$ cat src/rtl/fp_tc_pkg.sv
// Shared definitions for the compact-float to two's-complement decoder.
// State encodings, default widths and the largest representable magnitude.
package fp_tc_pkg;

  localparam int DEF_EXP_W = 3;
  localparam int DEF_SIG_W = 4;
  localparam int DEF_OUT_W = 12;

  // Largest magnitude: (2^SIG_W - 1) * 2^(2^EXP_W - 1)
  localparam int TC_MAX_MAG = 1920;

  typedef enum logic [1:0] {
    IDLE  = 2'd0,
    SHIFT = 2'd1,
    DONE  = 2'd2
  } state_e;

endpackage

$ cat src/rtl/sm_to_tc.sv
// Sign-magnitude to two's-complement conversion.
// A zero magnitude maps to zero regardless of sign.
module sm_to_tc #(
  parameter int OUT_W = 12
) (
  input  logic             sign,
  input  logic [OUT_W-2:0] mag,
  output logic [OUT_W-1:0] tc
);

  logic [OUT_W-1:0] ext;

  // Negate the zero-extended magnitude when the sign is set
  always_comb begin
    ext = {1'b0, mag};
    tc  = sign ? (~ext + OUT_W'(1)) : ext;
  end

endmodule

$ cat src/rtl/fp_to_tc_seq.sv
// Sequential decoder: compact float {S,E,F} to OUT_W-bit two's complement.
// Define TC_FAST_SHIFT_EN for a one-cycle barrel shift instead of shift-per-cycle.
module fp_to_tc_seq
  import fp_tc_pkg::*;
#(
  parameter int EXP_W = DEF_EXP_W,
  parameter int SIG_W = DEF_SIG_W,
  parameter int OUT_W = DEF_OUT_W
) (
  input  logic             clk,
  input  logic             rst_n,
  input  logic             in_valid,
  output logic             in_ready,
  input  logic             S,
  input  logic [EXP_W-1:0] E,
  input  logic [SIG_W-1:0] F,
  output logic             out_valid,
  input  logic             out_ready,
  output logic [OUT_W-1:0] D
);

  localparam int MW = OUT_W - 1;

  state_e           state_q, state_d;
  logic [MW-1:0]    mag_q, mag_d;
  logic [EXP_W-1:0] cnt_q, cnt_d;
  logic             sign_q, sign_d;
  logic [OUT_W-1:0] d_q, d_d;
  logic             ov_q, ov_d;

  logic             accept;
  logic [MW-1:0]    f_ext;
  logic             tc_sign;
  logic [MW-1:0]    tc_mag;
  logic [OUT_W-1:0] tc_val;

  // Input capture and the operand feeding the DONE-entry conversion
  always_comb begin
    accept = in_valid && in_ready;
    f_ext  = {{(MW-SIG_W){1'b0}}, F};
`ifdef TC_FAST_SHIFT_EN
    tc_sign = S;
    tc_mag  = f_ext << E;
`else
    tc_sign = sign_q;
    tc_mag  = mag_q;
`endif
  end

  sm_to_tc #(
    .OUT_W (OUT_W)
  ) u_sm_to_tc (
    .sign (tc_sign),
    .mag  (tc_mag),
    .tc   (tc_val)
  );

  // State register
  always_ff @(posedge clk) begin
    if (!rst_n) state_q <= IDLE;
    else        state_q <= state_d;
  end

  // Next-state logic
  always_comb begin
    state_d = state_q;
    unique case (state_q)
      IDLE: begin
        if (accept) begin
`ifdef TC_FAST_SHIFT_EN
          state_d = DONE;
`else
          state_d = SHIFT;
`endif
        end
      end
      SHIFT: begin
        if (cnt_q == '0) state_d = DONE;
      end
      DONE: begin
        if (ov_q && out_ready) state_d = IDLE;
      end
      default: state_d = IDLE;
    endcase
  end

  // Datapath next values: capture, shift, convert, release
  always_comb begin
    mag_d  = mag_q;
    cnt_d  = cnt_q;
    sign_d = sign_q;
    d_d    = d_q;
    ov_d   = ov_q;
    unique case (state_q)
      IDLE: begin
        if (accept) begin
          mag_d  = f_ext;
          cnt_d  = E;
          sign_d = S;
`ifdef TC_FAST_SHIFT_EN
          d_d    = tc_val;
          ov_d   = 1'b1;
`endif
        end
      end
      SHIFT: begin
        if (cnt_q != '0) begin
          mag_d = mag_q << 1;
          cnt_d = cnt_q - EXP_W'(1);
        end else begin
          d_d  = tc_val;
          ov_d = 1'b1;
        end
      end
      DONE: begin
        if (ov_q && out_ready) ov_d = 1'b0;
      end
      default: ov_d = 1'b0;
    endcase
  end

  // Datapath registers
  always_ff @(posedge clk) begin
    if (!rst_n) begin
      mag_q  <= '0;
      cnt_q  <= '0;
      sign_q <= 1'b0;
      d_q    <= '0;
      ov_q   <= 1'b0;
    end else begin
      mag_q  <= mag_d;
      cnt_q  <= cnt_d;
      sign_q <= sign_d;
      d_q    <= d_d;
      ov_q   <= ov_d;
    end
  end

  // Output decode
  always_comb begin
    in_ready  = (state_q == IDLE) && rst_n;
    out_valid = ov_q;
    D         = d_q;
  end

endmodule
$ cat config.mk
export PLATFORM = sky130hd
export DESIGN_NAME = fp_to_tc_seq
export DESIGN_NICKNAME = d
export VERILOG_FILES = /design/src/rtl/fp_tc_pkg.sv /design/src/rtl/sm_to_tc.sv /design/src/rtl/fp_to_tc_seq.sv
export SDC_FILE = /design/constraint.sdc
export NUM_CORES = 1
export LEC_CHECK = 0
export BUFFER_PORTS_ARGS = -buffer_cell sky130_fd_sc_hd__clkbuf_2
export CAP_MARGIN = 0
export CORE_MARGIN = 1
export CORE_UTILIZATION = 40
export CTS_CLUSTER_DIAMETER = 40
export DETAILED_ROUTE_END_ITERATION = 16
export GPL_ROUTABILITY_DRIVEN = 0
export GPL_TIMING_DRIVEN = 0
export PLACE_DENSITY = 0.65
export SLEW_MARGIN = 20
export SYNTH_ARGS = -nofsm -noshare
export SYNTH_HDL_FRONTEND = slang
export SYNTH_SLANG_ARGS = --single-unit
export TNS_END_PERCENT = 1
$ cat constraint.sdc
create_clock -name clk -period 2.9 [get_ports clk]
set_clock_uncertainty 0.1 [all_clocks]
set_input_delay 0.29 -clock clk [delete_from_list [all_inputs] [get_ports clk]]
set_output_delay 0.29 -clock clk [all_outputs]
set_load 0.03 [all_outputs]
After elaboration in Yosys (flattened, before gate mapping)
Index checks and enable logic that the tools add are counted.

cells by class
  add/sub/neg operators = 2
  muxes and demuxes = 14
  equality and inequality tests = 7
  bitwise operators = 3
  reduce and logical (&&, ||, !) cells = 12

operators with widths
  kind                   number
  $mux 11                2
  $pmux 11 s2            1
  $add 12x1->12 const B  1
  $mux 12                1
  $not 11->12            1
  $ne 2x2->1 const B     5
  $reduce_and 3->1       3
  $mux 2                 3
  $mux 3                 2
  $pmux 2 s3             1
  $pmux 3 s2             1
  $reduce_and 2->1       2
  $logic_and 1x1->1      3
  $logic_not 3->1        1
  $pmux 1 s3             1
  $reduce_bool 3->1      1
  $sub 3x1->3 const B    1
  $eq 2x1->1 const B     1
  $eq 2x2->1 const B     1
  $logic_not 2->1        1
  $mux 1                 2
  $not 1->1              2
  $reduce_bool 2->1      1

word-level totals
  flip-flop bits (word level) = 30
  input port bits = 12
  word-level logic and storage cells = 44
  output and inout bits = 14

Depth between registers and ports, before layout
Gate-level depths: netlist (run 1).

  word-level depth = 5
  gate-level depth with buffers = 8
  mapped depth without buffers = 6

By module
A second synthesis (run 1) with hierarchy kept.

second synthesis, totals
  cells, all modules = 183
  area total of the unflattened synthesis = 1554.0 um^2

by module, submodules not included
  module        cells an instance  area each (um^2)  times used  seq. area each (um^2)
  fp_to_tc_seq  148                1288.7            1           600.6
  sm_to_tc      35                 265.3             1           0.0

Least setup slack after synthesis (run 1)
No wires, ideal clock.

  kind = input -> output
  start = input port rst_n
  end = output port in_ready
  stages = 4
  arrival = 1.411 ns
  slack = 1.099 ns
  path buffers = 2
  path through = buf_2 inv_1 clkbuf_1 nor3_1

on the way
  word-level cells in the longest chain between the ends = 1

RTL lines
  item               RTL line             source
  start, declared    fp_to_tc_seq.sv:11   input logic rst_n,
  $logic_and 1x1->1  fp_to_tc_seq.sv:141  in_ready = (state_q == IDLE) && rst_n;
  end, declared      fp_to_tc_seq.sv:13   output logic in_ready,

No other way between the ends.

Worst setup path after layout (run 1)
  start = register state_q[1]
  end = output port in_ready

on the way
  word-level cells in the longest chain between the ends = 2

RTL lines
  item                    RTL line             source
  start, declared         fp_to_tc_seq.sv:24   state_e state_q, state_d;
  start signal, assigned  fp_to_tc_seq.sv:61   else state_q <= state_d;
  $logic_not 2->1         fp_to_tc_seq.sv:141
  $logic_and 1x1->1       fp_to_tc_seq.sv:141

No other way between the ends.

==> results by group, run 1 <==
Outcome
  – Status: complete, no violations

Cells and area
  – Share of cells above drive strength 1: 20.98%
  – # nets final: 220
  – Design Area, Final: 1683 sq um
  – N_diodes: 0
  – Area Overhead vs Synth: 15.25%

Die
  – Core area: 3416 sq um
  – Die X: 62.42 um
  – Die Height: 62.42 um
  – Die area: 3896 sq um
  – I/O pins: 26
  – Num rows: 21
  – Starting Density: 42.75%

Place
  – Port Buf Inserts: 24
  – Post-detail-place hpwl: 2754 um
  – Placed cell area: 1638 sq um

Detailed routing
  – DR WL/cell: 15.22 um
  – Router iterations before antenna repair: 4
  – DRT Wirelength: 3819 um
  – Starting DRT DRC Count: 54
  – Final ANT Viol Nets: 0
  – Via count: 1436
  – Vias per cell: 5.721
  – DRC viols: 0

Global routing
  – Vias in the first global route: 1462
  – First-pass GRT wire length: 6575 um
  – Total grt overflow: 0
  – GRT Overall Usage: 21.61%
  – Initial antenna violation count: 0
  – Largest net degree at the start of global routing: 11

STA
  – Rel. slew slack: 64.72%
  – Fmax: 0.4965 GHz
  – Slew @ Worst Pin: 529.1 ps
  – Pins over their slew limit: 0
  – Final setup violation count: 0
  – Final Hold Viols: 0
  – Fin crit period: 2014 ps
  – Final Cycle Share: 69.46%
  – Setup TNS: 0 ps
  – Unrepaired setup endpoints after global routing: false

Clock tree
  – Worst skew pair latency: 330 ps
  – Post-CTS setup buffers: 0
  – Clock transition at path regs: 90 ps
  – Clock buffer depth: 2
  – CTS-repair resized insts: 0
  – Hold-fix buffers, CTS: 0
  – CTS buffer count: 5
  – Clock Sinks: 30
  – TritonCTS clock tree: yes
  – CTS Root Cell: clkbuf_4
  – Depth of the CTS H-tree: 2

Logic synthesis
  – Post-synth EDFFs: 0
  – Register area share after synthesis: 41.13%
  – Count of cell types in the netlist: 40
  – Mapped Avg Cell Area: 8.392 sq um
  – Gate Count Post-Synth: 174
  – Area leader, netlist: dfxtp_1
  – Synth top area cells: dfxtp_1 41%, a21oi_1 6.9%, nor2_1 4.4%
  – Post-Syn Nets: 189
  – Fraction of registers with async set/reset: 0%
  – Synthesized area: 1460 sq um
  – Dominant synthesized flop cell: dfxtp_1
  – Post-synth top area share: 41.13%
  – Ys Warns: 0
  – #FFs+latches synth: 30

Worst hold path
  – Hold crit path type: in2reg

Pwr
  – VDD IR-drop max: 0.0002520 V
  – PwrDens: 518.3 nW/um^2
  – P_leak: 0.6098 nW

Worst setup path
  – CP startpoint kind: flop
  – Critical Path End Type: primary output
  – Critical path class: reg2out
  – Critical Path Fanout Max: 10
  – Critical Path RT: 2510 ps
  – Crit path DAT: 1620 ps

Job
  – Number of max-cap violations: 0
## through the flow
step,worst slack [ps],std cells,utilization [%],hold WS [ps],total power [mW]
4_1_cts,899.3,251,49.27,96.53,0.8738
2_1_floorplan,1099,174,-,333.9,0.5987
3_5_place_dp,1039,244,47.95,352.9,0.6535
6_report,885.8,251,49.27,100.0,0.8722
5_1_grt,743.1,251,49.27,106.4,0.9137
3_3_place_gp,1043,244,47.95,350.1,0.6456
## critical path, cell delays in order, from the launching register on
cell      delay (ps)
dfxtp_1          370
buf_2            220
buf_1            380
nor3_1           120
clkbuf_2         200
## flip-flops by register name, indices dropped and copies added, names as in the netlist
name,cells
sign_q,1
state_q,2
out_valid,1
mag_q,11
D,12
cnt_q,3
## cell type report
cell class / instances / area (sq um)
repair buffers: 24 / 120.1
plain buffers: 13 / 62.56
flip-flops and latches: 30 / 600.6
clock buffers: 7 / 45.04
inverters: 10 / 37.54
fillers: 353 / 1733
well taps: 46 / 57.56
multi-input cells: 121 / 759.5
## placed cells by master (no fill, tap or decap), types with 2 or more instances in the layout
cell,Yosys,final
a2111oi_0,4,4
a211oi_1,8,8
a21oi_1,20,20
a31oi_1,3,3
buf_2,8,8
clkbuf_1,3,5
clkbuf_2,0,24
clkbuf_4,0,5
dfxtp_1,30,30
ha_1,3,3
inv_1,8,8
mux2i_1,2,2
nand2_1,6,6
nand2b_1,2,2
nand3_1,3,3
nand4_1,9,9
nor2_1,17,17
nor3_1,5,5
o21ai_0,5,5
o21ai_1,8,8
o31ai_1,2,2
or3_1,2,2
xnor2_1,7,7
## path summary, 6_finish.rpt
path / depth (start not counted) / endpoint / start / slack (ps)
min: 3 / mag_q[0] / F[0] / 100
max reg2reg: 8 / mag_q[9] / cnt_q[0] / 1040
max: 4 / in_ready / state_q[1] / 890
min reg2reg: 2 / D[11] / D[11] / 360
## cell families after synthesis
group	after synthesis	synth area share, %
adders and majority gates	3	2.571
DFF	30	41.13
xor gates and xnor gates	7	4.199
buffers and inverters	23	6.855
AOI/OAI and AO/OA	58	24.85
muxes	3	2.142
and+or+nand+nor	50	18.25
## routing by layer
layer  wire [um]  global-route usage [%]
met3         206                   4.015
met2        1839                   36.96
met5           0                       0
met1        1697                   25.74
met4          75                   10.76
## where the power goes
group	switching, mW	internal (mW)
Combinational	0.125	0.0669
Clock	0.133	0.0911
Sequential	0.0212	0.435
Total	0.280	0.593
## synth_stat cells (3+ instances only)
cell type and instances:
nand2_1 6, nand3_1 3, a21oi_1 20, dfxtp_1 30, inv_1 8, o21ai_1 8, nand4_1 9, nor3_1 5
buf_2 8, a2111oi_0 4, xnor2_1 7, ha_1 3, a31oi_1 3, clkbuf_1 3, nor2_1 17, o21ai_0 5
a211oi_1 8
No activity file was read; power rests on OpenSTA's default activity.
==> inputs of run 2 (changes only) <==
PLACE_DENSITY = 0.68   (was 0.65)
clock period = 1.61 ns   (was 2.9 ns; I/O delays follow)
==> results by group, run 2 (same netlist as run 1, synthesis figures left out) <==
Cells and area
  – N_diodes: 0 (unchanged)
  – Design Area, Final: 1889 sq um (was 1683 sq um)
  – Max reg flops: 12 (unchanged)
  – # nets final: 225 (was 220)
  – Post-route non-filler standard cell count: 257 (was 251)
  – Area Overhead vs Synth: 29.39% (was 15.25%)
  – Fill cells: 329 (was 353)
  – Commonest non-fill, non-tap cells in the layout: 25 x clkbuf_2, 24 x dfxtp_1, 20 x a21oi_1, 17 x nor2_1, 9 x nand4_1 (was 30 x dfxtp_1, 24 x clkbuf_2, 20 x a21oi_1, 17 x nor2_1, 9 x nand4_1)
  – Fin util: 55.31% (was 49.27%)
  – Share of cells above drive strength 1: 32.23% (was 20.98%)
  – Most common cell after layout, fill and taps aside: clkbuf_2 (was dfxtp_1)

Pwr
  – Reg power frac: 47.9% (was 52.3%)
  – P_int: 1.169 mW (was 0.5926 mW)
  – Gate power share: 24.2% (was 22.0%)
  – NetSw: 0.5591 mW (was 0.2795 mW)
  – PwrDens: 914.4 nW/um^2 (was 518.3 nW/um^2)
  – Sw Ratio: 32.36% (was 32.05%)
  – P_leak: 0.6882 nW (was 0.6098 nW)
  – VDD IR-drop max: 0.0003804 V (was 0.0002520 V)
  – Clock share of power: 27.9% (was 25.7%)

Global routing
  – Vias in the first global route: 1380 (was 1462)
  – Largest net degree at the start of global routing: 11 (unchanged)
  – GRT Overall Usage: 20.24% (was 21.61%)
  – First-pass GRT wire length: 6147 um (was 6575 um)
  – Initial antenna violation count: 0 (unchanged)
  – Total grt overflow: 0 (unchanged)

Outcome
  – Violated checks: negative setup slack
  – Status: finished, violations left (was complete, no violations)

STA
  – Final Hold Viols: 0 (unchanged)
  – Final setup violation count: 1 (was 0)
  – Pins over their slew limit: 0 (unchanged)
  – Unrepaired setup endpoints after global routing: true (was false)
  – Setup TNS: -7.038 ps (was 0 ps)
  – Fmax: 0.6184 GHz
  – Slew @ Worst Pin: 465.7 ps (was 529.1 ps)
  – Fin crit period: 1617 ps
  – Final Cycle Share: 100.4%
  – Setup ws final: -7.038 ps (was 885.8 ps)
  – Rel. slew slack: 68.88% (was 64.72%)

Worst setup path
  – Critical Path End Type: flop (was primary output)
  – Reg2reg end: cnt_q[0] (was mag_q[9])
  – R2R Setup Slk: -7 ps (was 1040 ps)
  – Critical Path Fanout Max: 8 (was 10)
  – Crit path from: cnt_q[1] (was state_q[1])
  – Critical path class: reg2reg (was reg2out)
  – Reg2reg start: cnt_q[1] (was cnt_q[0])
  – Reg2Reg Depth: 7 (was 8)
  – CP startpoint kind: flop (unchanged)
  – Critical Path RT: 1790 ps (was 2510 ps)
  – Crit path DAT: 1800 ps (was 1620 ps)
  – CP endpoint: cnt_q[0] (was in_ready)

Place
  – Pre-CTS WS: -210.2 ps (was 1039 ps)
  – Placed cell area: 1643 sq um (was 1638 sq um)
  – Post-detail-place hpwl: 2430 um (was 2754 um)
  – Port Buf Inserts: 24 (unchanged)
  – Post-placement cell count: 244 (unchanged)

Die
  – Core area: 3416 sq um (unchanged)
  – Num rows: 21 (unchanged)
  – Starting Density: 42.75% (unchanged)
  – Die Height: 62.42 um (unchanged)
  – Die X: 62.42 um (unchanged)
  – Die area: 3896 sq um (unchanged)
  – I/O pins: 26 (unchanged)

Clock tree
  – Worst skew pair latency: 340 ps (was 330 ps)
  – Depth of the CTS H-tree: 2 (unchanged)
  – Clock transition at path regs: 90 ps (about the same)
  – CTS Root Cell: clkbuf_4 (unchanged)
  – TritonCTS clock tree: yes (unchanged)
  – Clock buffer depth: 2 (unchanged)
  – CTS buffer count: 5 (unchanged)
  – Clock Sinks: 30 (unchanged)

Worst hold path
  – Hold crit path type: in2reg (unchanged)

Job
  – Number of max-cap violations: 0 (unchanged)

Detailed routing
  – DR WL/cell: 14.66 um (was 15.22 um)
  – Final ANT Viol Nets: 0 (unchanged)
  – Via count: 1440 (was 1436)
  – DRC viols: 0 (unchanged)
  – DRT Wirelength: 3767 um (was 3819 um)
  – Router iterations before antenna repair: 4 (unchanged)
  – Vias per cell: 5.603 (was 5.721)
  – Starting DRT DRC Count: 44 (was 54)
[run 2: cell types whose count changed in the layout (fill, tap and decap cells not counted), sizes merged]
cell / delta
buf: +2
clkinv: +1
dlygate4sd3: +3
[run 2: what timing repair did]
| item | 4_1_cts | 5_1_grt |
|---|---|---|
| gates resized for setup | 24 | 17 |
| endpoints found under the hold margin | 2 | 0 |
| endpoints found under the setup margin | 19 | 23 |
| gates cloned | 1 | 0 |
| pin swaps | 1 | 4 |
| hold buffers | 3 | 0 |
| buffers inserted | 2 | 0 |
[run 2: per-stage QoR]
stage	total power, mW	hold slack [ps]
2_1_floorplan	1.080	204.9
3_3_place_gp	1.170	305.6
3_5_place_dp	1.171	313.5
4_1_cts	1.694	85.28
5_1_grt	1.810	98.38
6_report	1.728	80.63
[run 2: power groups by stage]
stage | combinational (mW) | clock (mW) | sequential [mW]
floorplan | 0.214 | 0 | 0.866
global placement | 0.335 | 0 | 0.835
detailed placement | 0.334 | 0 | 0.836
CTS | 0.388 | 0.484 | 0.822
global route | 0.455 | 0.521 | 0.834
finish | 0.418 | 0.482 | 0.828
[run 2: how the worst min path moves through the flow]
| stage | startpoint | endpoint | slack (ps) | depth (start not counted) |
|---|---|---|---|---|
| finish | E[1] | cnt_q[1] | 80 | 3 |
| global route | rst_n | cnt_q[0] | 100 | 2 |
| CTS | rst_n | D[4] | 90 | 3 |
| detailed placement | S | sign_q | 310 | 3 |
| global placement | S | sign_q | 310 | 3 |
| floorplan | S | sign_q | 200 | 2 |
[run 2: cell type report]
type,count,area (sq um),share of cell area [%]
sequential,30,608.1,32.19
clock buffer,7,55.05,2.914
clock inverter,1,5.005,0.2649
tap,46,57.56,3.046
multi-input combinational,121,854.6,45.23
buffer,12,90.09,4.768
timing repair buffer,30,181.4,9.603
inverter,10,37.54,1.987
[run 2: worst max-delay path, cell delays in order (launching register included)]
cell      delay (ps)
dfxtp_1          320
inv_2             90
ha_4             150
nand2b_1          70
buf_6            130
a21oi_4          280
or2_4            240
o221a_1          190
[run 2: routing by layer]
layer  GRT usage, %  part of all wire (%)  vias up  routed length (um)
met5              0                     0        -                   0
met4          9.593                   2.0        0                  74
met3          3.832                   4.5        8                 171
met2          34.51                    46       40                1740
met1          24.32                    47      679                1781
li1               -                     -      713                   -
